File: src/rtl/lcd_frame_arbiter.sv
// Round-robin, per-frame arbiter sharing one LCD driver between two character sources.
// Define LCD_ARB_TIMEOUT_EN to enable the per-frame watchdog that aborts a frame the driver never finishes.
module lcd_frame_arbiter #(
    parameter int          TIMEOUT_TICKS = 64,
    parameter logic [7:0]  IDLE_CHAR     = 8'h20
) (
    input  logic       clk,
    input  logic       rst,
    input  logic       en_clk,
    input  logic [1:0] req,
    output logic [1:0] ack,
    output logic [1:0] grant,
    output logic [4:0] char_index,
    input  logic [7:0] src0_char,
    input  logic [7:0] src1_char,
    input  logic [4:0] drv_index,
    output logic [7:0] drv_data,
    output logic       drv_start,
    input  logic       drv_done,
    output logic       err
);

    typedef enum logic [1:0] {S_IDLE, S_START, S_WAIT, S_ACK} state_t;

    state_t     r_state;
    logic       r_last;
    logic       r_winner;
    logic [1:0] r_grant;
    logic [1:0] r_ack;
    logic       r_start;
    logic       w_pick;

`ifdef LCD_ARB_TIMEOUT_EN
    localparam logic [8:0] TO_LIM = 9'(TIMEOUT_TICKS);
    logic [7:0] r_wdog;
    logic       r_err;
    logic       w_expire;
    // Expiry is judged on the count this tick would produce, so grant drops on the Nth tick itself.
    assign w_expire = en_clk && (({1'b0, r_wdog} + 9'd1) >= TO_LIM);
    assign err      = r_err;
`else
    logic w_unused;
    assign w_unused = en_clk | (TIMEOUT_TICKS == 0);
    assign err      = 1'b0;
`endif

    // Contention goes to the source that was not served last.
    always_comb begin
        w_pick = 1'b0;
        case (req)
            2'b01:   w_pick = 1'b0;
            2'b10:   w_pick = 1'b1;
            default: w_pick = ~r_last;
        endcase
    end

    always_ff @(posedge clk or negedge rst) begin
        if (!rst) begin
            r_state  <= S_IDLE;
            r_last   <= 1'b1;
            r_winner <= 1'b0;
            r_grant  <= 2'b00;
            r_ack    <= 2'b00;
            r_start  <= 1'b0;
`ifdef LCD_ARB_TIMEOUT_EN
            r_wdog   <= 8'd0;
            r_err    <= 1'b0;
`endif
        end else begin
            r_ack   <= 2'b00;
            r_start <= 1'b0;
            case (r_state)
                S_IDLE: begin
                    if (req != 2'b00) begin
                        r_winner <= w_pick;
                        r_grant  <= w_pick ? 2'b10 : 2'b01;
                        r_start  <= 1'b1;
                        r_state  <= S_START;
                    end
                end
                S_START: begin
`ifdef LCD_ARB_TIMEOUT_EN
                    r_wdog  <= 8'd0;
`endif
                    r_state <= S_WAIT;
                end
                S_WAIT: begin
                    // drv_done takes priority over a coincident watchdog expiry.
                    if (drv_done) begin
                        r_ack   <= r_grant;
                        r_grant <= 2'b00;
                        r_last  <= r_winner;
                        r_state <= S_ACK;
                    end
`ifdef LCD_ARB_TIMEOUT_EN
                    else if (w_expire) begin
                        r_err   <= 1'b1;
                        r_grant <= 2'b00;
                        r_last  <= r_winner;
                        r_state <= S_IDLE;
                    end else if (en_clk) begin
                        r_wdog  <= r_wdog + 8'd1;
                    end
`endif
                end
                S_ACK:   r_state <= S_IDLE;
                default: r_state <= S_IDLE;
            endcase
        end
    end

    assign ack        = r_ack;
    assign grant      = r_grant;
    assign drv_start  = r_start;
    assign char_index = drv_index;

    always_comb begin
        case (r_grant)
            2'b01:   drv_data = src0_char;
            2'b10:   drv_data = src1_char;
            default: drv_data = IDLE_CHAR;
        endcase
    end

endmodule

File: config.mk
export PLATFORM = sky130hd
export DESIGN_NAME = lcd_frame_arbiter
export DESIGN_NICKNAME = d
export VERILOG_FILES = /design/src/rtl/lcd_frame_arbiter.sv
export SDC_FILE = /design/constraint.sdc
export NUM_CORES = 1
export LEC_CHECK = 0
export CAP_MARGIN = 25
export CORE_ASPECT_RATIO = 0.75
export CORE_UTILIZATION = 30
export CTS_BUF_LIST = sky130_fd_sc_hd__clkbuf_2
export CTS_CLUSTER_SIZE = 30
export DETAILED_ROUTE_END_ITERATION = 16
export PLACE_DENSITY = 0.7
export REMOVE_ABC_BUFFERS = 1
export SETUP_SLACK_MARGIN = 0.1
export SYNTH_ARGS = -nofsm -noshare
export SYNTH_HDL_FRONTEND = slang
export SYNTH_SLANG_ARGS = --single-unit
File: constraint.sdc
create_clock -name clk -period 3.54 [get_ports clk]
set_input_delay 0.531 -clock clk [delete_from_list [all_inputs] [get_ports clk]]
set_output_delay 0.531 -clock clk [all_outputs]
set_load 0.05 [all_outputs]
==> key figures <==
Synthesis
  – Netlist cell types: 26
  – Synth top area cells: dfrtp_1 32%, ha_1 12%, a22oi_1 8.4%
  – Synth warn: 0
  – Synthesized cell area: 626.9 um2
  – Top cell type's share of synthesized area: 31.94%
  – Post-synthesis sequential area ratio: 36.13%
  – FF+latch count, synth: 9
  – Syn avg cell area: 9.498 um2
  – Post-synth top area cell: dfrtp_1
  – Syn Inst Count: 66

Pwr
  – Power Total: 0.0007475 W
  – Max VDD drop: approximately 0.57 mV
  – Power per cell area: 788.2 nW/um2
  – P_leak: about 0.42 nW

Setup path
  – CP max stage delay: 700 ps
  – CP Cell Sequence: inv_1, ha_1, a221o_1, clkdlybuf4s50_1
  – Largest delay share family, worst path: buffers and inverters
  – Worst path bufs/invs: 2
  – Data required, critical path: about 3000 ps
  – CP startpoint kind: flip-flop
  – Worst Setup End Kind: output port
  – Critical-path top delay cell: clkdlybuf4s50_1
  – Arrival @ worst endpoint: roughly 2100 ps
  – WS Path Type: flip-flop to output port
  – Crit path max fanout: 8

Clock tree
  – Number of CTS-inserted buffers: 3
  – Worst-skew pair later-pin latency: roughly 240 ps
  – Deepest clock path buffer count: 2
  – Clock Pin Slew Worst Setup and Hold Paths: 90 ps
  – CTS tree: built
  – Post-CTS sizing: 0
  – # H-tree levels: 1
  – Root Driver: clkbuf_2
  – Postcts setup bufs: 0
  – Hold_buf cts: 0
  – Clock sinks: 9

Job
  – Max-cap violations: 0

Placement
  – Global placer's final weighted congestion: 0.7831
  – Port bufs: 33
  – HPWL after DPL: 1149 um

Drt
  – Iteration count of the initial detailed-routing pass: 4
  – Avg WL per Cell: 12.17 um
  – DRC viols: 0
  – Total Wirelength: 1412 um
  – Post-DRT Antenna Nets: 0
  – Vias per cell: 4.810
  – Initial DRC count: 7
  – Vias: 558

Die
  – Initial Util: 34.10%
  – Core area: 1838 um2
  – Die height: 41.59 um
  – Die Area: around 2300 um2
  – Row count: 13
  – Io pins: 46
  – Die span in x: 54.78 um

Cells and area
  – Multi-input logic area: around 320 um2
  – Filler Cell Count: 180
  – Layout cells sized above 1: approximately a tenth
  – Area Growth Syn to Fin: 51.30%
  – Ant. Diodes: 0
  – FF+latch area: 226.5 um2
  – Nets@finish: around 130
  – Post-layout util: 51.60%

Worst hold path
  – HP Class: flip-flop to flip-flop

GRT
  – Remaining Overflow, GRT: 0
  – Total track usage: about 13%
  – Largest net degree at the start of global routing: 10
  – Vias in the first global route: 496
  – First-pass GRT wire length: 2104 um
  – Initial antenna violation count: 0

STA
  – Final min period: 2669 ps
  – Headroom to the max-slew limit: between 60% and 70%
  – Pins Over Slew Limit: 0
  – Hold Fails Final Rpt: 0
  – Share of the clock period used by the worst path: between 70% and 80%
  – Final setup fails: 0
  – Fin Hold WS: 484.9 ps
  – Setup TNS: 0 ps
  – Clock skew: about 7.1 ps
  – Fmax: roughly 0.37 GHz
  – RSZ-0062 raised after global routing: no
  – Tightest Pin Transition: 508.3 ps

Run status
  – Status: completed
## report_power, final
| group | internal (W) | total [W] | switching [W] |
|---|---|---|---|
| combinational | 0.000209 | 0.000512 | 0.000303 |
| sequential | 0.000148 | 0.000172 | 0.0000239 |
| clock | 0.0000300 | 0.0000644 | 0.0000343 |
| total | 0.000387 | 0.000748 | 0.000361 |
## synthesized netlist by cell type, drive strengths merged
library cell / count
a21o: 1
a221o: 1
a22oi: 7
and2: 1
and2b: 1
buf: 7
clkbuf: 2
conb: 1
dfrtp: 8
dfstp: 1
ha: 6
inv: 7
mux2: 3
mux2i: 1
nand2: 1
nor2: 11
nor2b: 1
nor3b: 1
o21ai: 1
o22a: 1
o31a: 1
o31ai: 1
or3b: 1
## per-layer routing
| metal | GRT usage, % | vias to the layer above | share of wire, % |
|---|---|---|---|
| met5 | 0 | - | 0 |
| met4 | 1.538 | 0 | 0 |
| met3 | 8.425 | 0 | 19 |
| met2 | 20.00 | 44 | 41 |
| met1 | 14.51 | 244 | 39 |
| li1 | - | 270 | - |
## stage by stage
step           area [um2]  std cells  worst slack, ps
6_report            948.4        116            870.5
5_1_grt             948.4        116            712.7
4_1_cts             948.4        116            848.7
3_5_place_dp        928.4        112             1007
3_3_place_gp        928.4        112             1031
2_1_floorplan       570.5         57             1179
## cell type report
class	instances	share of cell area, %
multi-input combinational	41	33.51
inverter	7	2.770
clock buffer	4	2.111
timing repair buffer	33	34.83
sequential	9	23.88
tap	22	2.902
## logic make-up after synthesis
| logic type | count (synthesis) | synth area share (%) |
|---|---|---|
| other cells | 1 | 0.5982 |
| fa+ha+maj | 6 | 11.98 |
| buf+inv | 16 | 13.17 |
| compound gates | 13 | 15.97 |
| flops | 9 | 36.13 |
| mux | 4 | 7.584 |
| simple gates | 17 | 14.57 |
## sequential cells by signal, summed over array words and instances, names as in the netlist
name,cells
ack,2
grant,2
r_state,2
drv_start,1
r_last,1
r_winner,1
## placed cells by master, fill, tap and decap left out, drive strengths merged
master         netlist  final
nor2b                1      1
mux2                 3      3
conb                 1      1
and2b                1      1
nor2                11     11
a221o                1      1
inv                  7      7
dfstp                1      1
a22oi                7      7
or3b                 1      1
nand2                1      1
dfrtp                8      8
ha                   6      6
o22a                 1      1
a21o                 1      1
clkbuf               2      4
o31ai                1      1
o21ai                1      1
clkdlybuf4s50        0     33
mux2i                1      1
and2                 1      1
nor3b                1      1
o31a                 1      1
## worst paths after layout
| check | startpoint | to | slack, ps | depth (start not counted) |
|---|---|---|---|---|
| min in group asynchronous | rst | r_state[1] | 570 | 1 |
| setup / recovery | grant[0] | drv_data[5] | 870 | 4 |
| setup reg to reg | r_state[1] | r_state[1] | 2140 | 4 |
| max in group asynchronous | rst | r_last | 2640 | 1 |
| hold reg to reg | r_winner | r_winner | 480 | 1 |
| hold / removal | r_winner | r_winner | 480 | 1 |
Power figures use the tool's default switching activity.
